[src/rtl/decode_job_ctrl.sv]
`default_nettype none
// ============================================================================
// Module   : decode_job_ctrl
// Purpose  : Job scheduler for one decode_rp core. Queues jobs of
//            {in_base, out_base, id}, launches them one at a time with a
//            held start pulse, waits for a fresh done (or a timeout or an
//            abort), and reports a one-cycle completion carrying the tag.
//            While a job runs, the core's rp read address and cd write
//            address are relocated into the shared memories.
// Ports    : clk, rst_n           - clock, async active-low reset
//            job_*                - job offer (valid/ready) with bases and tag
//            core_start/core_done - core handshake (done is a level)
//            core_rp_rd_addr      -> mem_rd_addr (relocated by in_base)
//            core_cd_wr_*         -> mem_wr_* (relocated by out_base, gated)
//            cmp_valid/id/timeout - completion report
//            busy                 - any job queued or in flight
//            abort                - kill the current job
// Revision : 1.0 - initial release
// ============================================================================
module decode_job_ctrl #(
   parameter int IN_AW     = 10,
   parameter int OUT_AW    = 10,
   parameter int D_W       = 13,
   parameter int ID_W      = 4,
   parameter int QDEPTH    = 4,
   parameter int START_CYC = 6,
   parameter int TO_W      = 16
) (
   input  logic              clk,
   input  logic              rst_n,
   input  logic              job_valid,
   output logic              job_ready,
   input  logic [IN_AW-1:0]  job_in_base,
   input  logic [OUT_AW-1:0] job_out_base,
   input  logic [ID_W-1:0]   job_id,
   output logic              core_start,
   input  logic              core_done,
   input  logic [IN_AW-1:0]  core_rp_rd_addr,
   output logic [IN_AW-1:0]  mem_rd_addr,
   input  logic [OUT_AW-1:0] core_cd_wr_addr,
   input  logic [D_W-1:0]    core_cd_wr_data,
   input  logic              core_cd_wr_en,
   output logic [OUT_AW-1:0] mem_wr_addr,
   output logic [D_W-1:0]    mem_wr_data,
   output logic              mem_wr_en,
   output logic              cmp_valid,
   output logic [ID_W-1:0]   cmp_id,
   output logic              cmp_timeout,
   output logic              busy,
   input  logic              abort
);

   localparam int PTR_W = (QDEPTH > 1) ? $clog2(QDEPTH) : 1;
   localparam int CNT_W = PTR_W + 1;
   localparam int SC_W  = (START_CYC > 1) ? $clog2(START_CYC) : 1;
   localparam int E_W   = IN_AW + OUT_AW + ID_W;

   typedef enum logic [1:0] {
      S_IDLE   = 2'd0,
      S_LAUNCH = 2'd1,
      S_RUN    = 2'd2
   } state_t;

   state_t            state_q, state_d;
   logic [E_W-1:0]    fifo_q [QDEPTH];
   logic [PTR_W-1:0]  wr_ptr_q, rd_ptr_q;
   logic [CNT_W-1:0]  count_q;
   logic [IN_AW-1:0]  in_base_q, in_base_d;
   logic [OUT_AW-1:0] out_base_q, out_base_d;
   logic [ID_W-1:0]   cur_id_q, cur_id_d;
   logic [SC_W-1:0]   sc_q, sc_d;
   logic [TO_W-1:0]   to_q, to_d;
   logic              armed_q, armed_d;
   logic              cmp_valid_q, cmp_valid_d;
   logic [ID_W-1:0]   cmp_id_q, cmp_id_d;
   logic              cmp_to_q, cmp_to_d;
   logic              push, pop, q_empty, q_full;

   assign q_empty   = (count_q == '0);
   // Full is judged on the count before any pop this cycle.
   assign q_full    = (count_q == CNT_W'(QDEPTH));
   assign job_ready = !q_full;
   assign push      = job_valid && !q_full;

   // Queue storage carries no reset; only pointers and count define validity.
   always_ff @(posedge clk) begin
      if (push) begin
         fifo_q[wr_ptr_q] <= {job_in_base, job_out_base, job_id};
      end
   end

   always_ff @(posedge clk or negedge rst_n) begin
      if (!rst_n) begin
         wr_ptr_q <= '0;
         rd_ptr_q <= '0;
         count_q  <= '0;
      end else begin
         if (push) wr_ptr_q <= wr_ptr_q + PTR_W'(1);
         if (pop)  rd_ptr_q <= rd_ptr_q + PTR_W'(1);
         case ({push, pop})
            2'b10:   count_q <= count_q + CNT_W'(1);
            2'b01:   count_q <= count_q - CNT_W'(1);
            default: count_q <= count_q;
         endcase
      end
   end

   always_ff @(posedge clk or negedge rst_n) begin
      if (!rst_n) begin
         state_q     <= S_IDLE;
         in_base_q   <= '0;
         out_base_q  <= '0;
         cur_id_q    <= '0;
         sc_q        <= '0;
         to_q        <= '0;
         armed_q     <= 1'b0;
         cmp_valid_q <= 1'b0;
         cmp_id_q    <= '0;
         cmp_to_q    <= 1'b0;
      end else begin
         state_q     <= state_d;
         in_base_q   <= in_base_d;
         out_base_q  <= out_base_d;
         cur_id_q    <= cur_id_d;
         sc_q        <= sc_d;
         to_q        <= to_d;
         armed_q     <= armed_d;
         cmp_valid_q <= cmp_valid_d;
         cmp_id_q    <= cmp_id_d;
         cmp_to_q    <= cmp_to_d;
      end
   end

   always_comb begin
      state_d     = state_q;
      in_base_d   = in_base_q;
      out_base_d  = out_base_q;
      cur_id_d    = cur_id_q;
      sc_d        = sc_q;
      to_d        = to_q;
      armed_d     = armed_q;
      cmp_valid_d = 1'b0;
      cmp_id_d    = cmp_id_q;
      cmp_to_d    = cmp_to_q;
      pop         = 1'b0;
      case (state_q)
         S_IDLE: begin
            if (!q_empty) begin
               pop = 1'b1;
               {in_base_d, out_base_d, cur_id_d} = fifo_q[rd_ptr_q];
               sc_d    = '0;
               to_d    = '0;
               armed_d = 1'b0;
               state_d = S_LAUNCH;
            end
         end
         S_LAUNCH: begin
            if (abort) begin
               cmp_valid_d = 1'b1;
               cmp_id_d    = cur_id_q;
               cmp_to_d    = 1'b1;
               state_d     = S_IDLE;
            end else if (sc_q == SC_W'(START_CYC - 1)) begin
               state_d = S_RUN;
            end else begin
               sc_d = sc_q + SC_W'(1);
            end
         end
         S_RUN: begin
            to_d = to_q + TO_W'(1);
            // done must be seen low once, so a level left high by the
            // previous job cannot complete this one.
            if (!core_done) armed_d = 1'b1;
            if (abort || (armed_q && core_done) || (&to_q)) begin
               cmp_valid_d = 1'b1;
               cmp_id_d    = cur_id_q;
               // abort outranks a simultaneous done
               cmp_to_d    = abort || !(armed_q && core_done);
               state_d     = S_IDLE;
            end
         end
         default: state_d = S_IDLE;
      endcase
   end

   assign core_start  = (state_q == S_LAUNCH);
   assign mem_rd_addr = core_rp_rd_addr + in_base_q;
   assign mem_wr_addr = core_cd_wr_addr + out_base_q;
   assign mem_wr_data = core_cd_wr_data;
   assign mem_wr_en   = core_cd_wr_en && (state_q == S_RUN);
   assign cmp_valid   = cmp_valid_q;
   assign cmp_id      = cmp_id_q;
   assign cmp_timeout = cmp_to_q;
   assign busy        = (state_q != S_IDLE) || !q_empty;

endmodule
`default_nettype wire

[config.mk]
export PLATFORM = sky130hd
export DESIGN_NAME = decode_job_ctrl
export DESIGN_NICKNAME = d
export VERILOG_FILES = /design/src/rtl/decode_job_ctrl.sv
export SDC_FILE = /design/constraint.sdc
export NUM_CORES = 1
export LEC_CHECK = 0
export CORE_ASPECT_RATIO = 1.5
export CORE_UTILIZATION = 54
export CTS_BUF_LIST = sky130_fd_sc_hd__clkbuf_4
export CTS_CLUSTER_SIZE = 14
export DETAILED_ROUTE_END_ITERATION = 8
export PLACE_DENSITY_LB_ADDON = 0.3
export SYNTH_ARGS = -nofsm -noshare
export SYNTH_HDL_FRONTEND = slang
export SYNTH_SLANG_ARGS = --single-unit
[constraint.sdc]
create_clock -name clk -period 3.2 [get_ports clk]
set_input_delay 0.64 -clock clk [delete_from_list [all_inputs] [get_ports clk]]
set_output_delay 0.64 -clock clk [all_outputs]
set_load 0.01 [all_outputs]
==> results of run 1 <==
## layer usage
metal | part of all wire | vias to the layer above | GRT usage
li1 | - | 2070 | -
met1 | 0.39 | 2176 | 0.2476
met2 | 0.54 | 114 | 0.3989
met3 | 0.034 | 43 | 0.04434
met4 | 0.035 | 0 | 0.1108
met5 | 0 | - | 0
## synthesized netlist by cell type (3+ instances only)
master / count
a21o_1: 6
a21oi_1: 10
and2_1: 3
and3_1: 10
buf_2: 4
buf_4: 13
clkbuf_1: 7
dfrtp_1: 59
edfxtp_1: 96
fa_1: 3
ha_1: 30
inv_1: 19
mux2_2: 4
mux4_2: 24
nand2_1: 84
nand2b_1: 3
nand3_1: 15
nand4_1: 4
nor2_1: 30
nor2b_1: 5
nor3_1: 4
o2111ai_1: 3
o21ai_0: 8
xnor2_1: 23
xor2_1: 15
## cell families after synthesis
kind of cell    Yosys count
simple gates            167
flops                   155
buf+inv                  46
compound gates           43
xor+xnor                 38
fa+ha+maj                33
mux                      31
## power breakdown
| group | switching [µW] | leakage [µW] | internal (µW) |
|---|---|---|---|
| combinational | 1970 | 0.00181 | 1870 |
| clock | 740 | 0.000149 | 416 |
| sequential | 267 | 0.00163 | 2670 |
## flip-flops by register name, summed over array words and instances (netlist names)
name / cells
cmp_id: 4
out_base_q: 10
to_q: 16
in_base_q: 10
cmp_timeout: 1
count_q: 3
fifo_q: 96
cur_id_q: 4
state_q: 2
sc_q: 3
rd_ptr_q: 2
wr_ptr_q: 2
cmp_valid: 1
armed_q: 1
## area by class of cell
type                            count  area [µm²]
Antenna cell                        1       2.502
Multi-Input combinational cell    312        2713
Tap cell                          156       195.2
Sequential cell                   155        4359
Clock buffer                       17       127.6
Clock inverter                     15       155.1
Fill cell                         858        3925
Inverter                           21       78.83
Timing Repair Buffer              122        1081
## worst register-to-register path, stage by stage, from the launching register on
cell     delay [ns]
dfrtp_1        0.50
inv_1          0.15
nand3_1        0.21
and2_1         0.28
inv_1          0.08
ha_1           0.19
inv_1          0.06
fa_1           0.38
xor2_1         0.15
nor2_1         0.11
xor2_1         0.14
## repair_timing
item,4_1_cts,5_1_grt
endpoints found under the setup margin,14,12
setup buffers,6,2
pin swaps,16,19
resized for setup,54,30
## metrics by stage
stage	util	setup slack, ns
CTS	0.6774	-0.02547
finish	0.6894	0.07198
floorplan	-	0.5040
global placement	0.6484	-0.4365
detailed placement	0.6484	-0.5520
global route	0.6894	-0.04372
## worst paths after layout
check / slack [ns] / depth (start not counted) / startpoint / end
min in group clk: 0.49 / 2 / cur_id_q[3] / cur_id_q[3]
min: 0.16 / 1 / rst_n / sc_q[2]
min reg2reg: 0.49 / 2 / cur_id_q[3] / cur_id_q[3]
max: 0.07 / 9 / core_cd_wr_addr[2] / mem_wr_addr[8]
max in group asynchronous: 2.33 / 2 / rst_n / out_base_q[5]
max reg2reg: 0.89 / 10 / count_q[0] / count_q[2]
==> flow_metrics.tcl, run 1 <==
set metrics [dict create \
    cts.htree.levels 4 \
    power.leakage_uw 0.003583 \
    synth.mux.area_fraction 0.08710 \
    worst_skew_pair.late_latency_ns 0.55 \
    yosysWarnings 0 \
    hold_viol_final 0 \
    synth-simple-area-share 0.1120 \
    required_ns 2.56 \
    async_flop_share 0.3806 \
    boundaryPins 106 \
    synth_edf_count 96 \
    avgSynthCellArea_um2 13.80 \
    grt_pass1_vias 4653 \
    num_rows 50 \
    dpl_cell_area_um2 8194 \
    final_nets 725 \
    max-cap-violations 0 \
    dp.cells 759 \
    power_uw 7935 \
    synth_area_leaders "edfxtp_1 41%, dfrtp_1 21%, mux4_2 7.6%, ha_1 5.3%, nand2_1 4.5%" \
    power.density_nw_per_um2 910.8 \
    port_buffers 79 \
    synth_adder_area_share 0.06148 \
    synth_top_area_cell "edfxtp_1" \
    detail_route.wl_per_cell_um 17.65 \
    synth_top_family_by_area "simple AND/OR/NAND/NOR gates" \
    hold_class "in2async" \
    status "completed" \
    hold_ws_ns 0.1596 \
    tightest_slew_ns 0.7874 \
    path_class "in2out" \
    final_common_cell "edfxtp_1" \
    ir_worst_vdd_uv 381.9 \
    die_h_um 142.3 \
    grt_antenna_before_repair 1 \
    synth_fp_nets 609 \
    synthXorXnorAreaFrac 0.04700 \
    max_freq_mhz 319.7 \
    cp_slowest_cell "clkdlybuf4s50_1" \
    cp_top_family "buffers and inverters" \
    layout_common_cells "96 x edfxtp_1, 84 x nand2_1, 59 x dfrtp_1, 59 x clkdlybuf4s50_1, 41 x buf_4" \
    clock-sinks 155 \
    grt_setup_unrepaired "true" \
    final.setup_skew_ns 0.02688 \
    grt_pass1_wl_um 22370 \
    vias_per_cell 5.511 \
    cpPeakStageDelay_ns 0.51 \
    synth_ff_type "edfxtp_1" \
    fin_crit_sh 0.9775 \
    synth_top_area_share 0.4071 \
    seq_area_frac_synth 0.6155 \
    slew_headroom 0.4751 \
    cts_buffers 17 \
    postCtsHoldBufs 0 \
    drt_iter0_drc 204 \
    fin_crit_ns 3.128 \
    critPathLaunchType "input port" \
    syn-cell-area_um2 7082 \
    ant_nets 0 \
    start_util 0.5604 \
    yosys_register_bits 155 \
    routed_wl_um 14100 \
    cts_tree "done" \
    synth.distinct_cells 49 \
    place_congestion 0.8841 \
    path_max_fanout 4 \
    cp_cell_sequence "clkdlybuf4s50_1, ha_4, nor2b_4, o2111ai_2, nand3_2, buf_6, o41ai_4, xnor2_1, buf_2" \
    drive_gt1_frac 0.2399 \
    core_area_um2 12640 \
    final_max_slew_viol_count 0 \
    dr_total_vias 4403 \
    cts_buffer_depth 2 \
    synth_compound_area_frac 0.04488 \
    cp_data_arrival_time_ns 2.49 \
    dr.pass1.iters 4 \
    grt_max_degree 36 \
    stdcell_area_um2 8712 \
    grt_use_total 0.2230 \
    grt-ovfl-total 0 \
    root_buffer "clkbuf_4" \
    setup_tns_ns 0 \
    instances_no_fill 799 \
    hpwl_um 9896 \
    syn_to_final_growth_pct 23.02 \
    syn_inst 513 \
    route.detailed.drc 0 \
    dieWidth_um 95.51 \
    end_kind "output pin" \
    clk_pin_slew_ns 0.16 \
    setup_viol_count_final 0 \
    critPathBufInv 3 \
    dieArea_um2 13590 \
]
Power figures use the tool's default switching activity.
==> inputs of run 2 (changes only) <==
Settings changed: TNS_END_PERCENT from default to 5.
==> run 2 against run 1 <==
The flow now finishes with violations (negative setup slack). Setup slack got worse by 0.13 ns. Routed wire length decreased by 0.96%. Count of clock-buffer cells in the layout is the same.
==> flow_metrics.tcl, run 2 (synthesis gave the netlist of run 1 again) <==
set metrics [dict create \
    status "finished with violations" \
    violations "negative setup slack" \
    core_area_um2 12640 \
    slew_headroom 0.4746 \
    cts_buffer_depth 2 \
    grt_pass1_vias 4647 \
    worst_skew_pair.late_latency_ns 0.55 \
    root_buffer "clkbuf_4" \
    syn_to_final_growth_pct 21.34 \
    fin_crit_ns 3.259 \
    grt_use_total 0.2218 \
    cts_tree "done" \
    clock-sinks 155 \
    hpwl_um 9896 \
    port_buffers 79 \
    detail_route.wl_per_cell_um 17.50 \
    cp_data_arrival_time_ns 2.62 \
    route.detailed.drc 0 \
    dieWidth_um 95.51 \
    setup_tns_ns -0.06686 \
    final_nets 724 \
    grt_antenna_before_repair 1 \
    required_ns 2.56 \
    num_rows 50 \
    vias_per_cell 5.496 \
    grt_pass1_wl_um 22260 \
    setup_viol_count_final 2 \
    drive_gt1_frac 0.2231 \
    critPathLaunchType "input port" \
    drt_iter0_drc 194 \
    grt-ovfl-total 0 \
    die_h_um 142.3 \
    max-cap-violations 0 \
    grt_max_degree 36 \
    ir_worst_vdd_uv 378.7 \
    final.setup_skew_ns 0.02914 \
    final_common_cell "edfxtp_1" \
    final_max_slew_viol_count 0 \
    path_class "in2out" \
    max_freq_mhz 306.9 \
    fin_crit_sh 1.018 \
    end_kind "output pin" \
    dieArea_um2 13590 \
    grt_setup_unrepaired "true" \
    tightest_slew_ns 0.7881 \
    postCtsHoldBufs 0 \
    dr_total_vias 4386 \
    power_uw 7787 \
    layout_common_cells "96 x edfxtp_1, 84 x nand2_1, 63 x clkdlybuf4s50_1" \
    hold_class "in2async" \
    fill_cells 887 \
    dpl_cell_area_um2 8194 \
    hold_viol_final 0 \
    cts_buffers 17 \
    ant_nets 0 \
    power.density_nw_per_um2 906.1 \
    power.leakage_uw 0.003521 \
    dr.pass1.iters 4 \
    largest_register_ffs 96 \
    boundaryPins 106 \
    cts.htree.levels 4 \
    layout_setup_ws_ns -0.05856 \
    routed_wl_um 13970 \
    top_regs "fifo_q (96), to_q (16)" \
    clk_pin_slew_ns 0.16 \
    place_congestion 0.8841 \
    stdcell_area_um2 8593 \
    path_max_fanout 4 \
    top_register "fifo_q" \
    start_util 0.5604 \
]
-- run 2: path summary, 6_finish.rpt --
| check | start | endpoint | slack [ns] | cells after the start |
|---|---|---|---|---|
| max | core_cd_wr_addr[2] | mem_wr_addr[8] | -0.06 | 9 |
| min | rst_n | sc_q[2] | 0.16 | 1 |
| max reg2reg | count_q[0] | count_q[2] | 0.91 | 10 |
| min reg2reg | cur_id_q[3] | cur_id_q[3] | 0.49 | 2 |
| max in group asynchronous | rst_n | out_base_q[5] | 2.32 | 2 |
| min in group clk | cur_id_q[3] | cur_id_q[3] | 0.49 | 2 |
-- run 2: power breakdown --
| group | switching, µW | internal (µW) |
|---|---|---|
| clock network | 737 | 416 |
| logic | 1910 | 1790 |
| registers | 256 | 2670 |
-- run 2: repair_timing --
action / CTS / global route
buffers inserted: 1 / 5
hold endpoints to repair: 0 / 0
setup endpoints to repair: 14 / 11
gates resized for setup: 42 / 21
pin swaps: 8 / 10
-- run 2: final cells by class --
type | instances | area (µm²) | area share
well taps | 156 | 195.2 | 0.02271
clock inverters | 15 | 155.1 | 0.01805
clock buffers | 17 | 127.6 | 0.01485
multi-input cells | 312 | 2610 | 0.3037
flip-flops and latches | 155 | 4359 | 0.5073
repair buffers | 121 | 1065 | 0.1239
diodes | 1 | 2.502 | 0.0002912
inverters | 21 | 78.83 | 0.009173
-- run 2: per-stage QoR --
step                hold slack (ns)  utilization  worst slack (ns)  cells
CTS                          0.1340       0.6751           -0.1843    792
global route                 0.1739       0.6800           -0.1159    798
finish                       0.1614       0.6800          -0.05856    798
detailed placement           0.4628       0.6484           -0.5520    759
floorplan                    0.3444            -            0.5040    513
global placement             0.4536       0.6484           -0.4365    759
-- run 2: critical path, stage by stage --
cell and delay [ns]:
clkdlybuf4s50_1 0.52, ha_4 0.23, nor2b_2 0.17, o2111ai_1 0.20
nand3_1 0.16, buf_6 0.15, o41ai_4 0.22, xnor2_1 0.17
buf_2 0.16
-- run 2: routing by layer --
layer	routed length, µm	vias to the layer above	track usage	share of wire
li1	-	2068	-	-
met1	5312	2159	0.2472	0.38
met2	7665	120	0.3947	0.55
met3	527	39	0.04380	0.038
met4	464	0	0.1123	0.033
met5	0	-	0	0
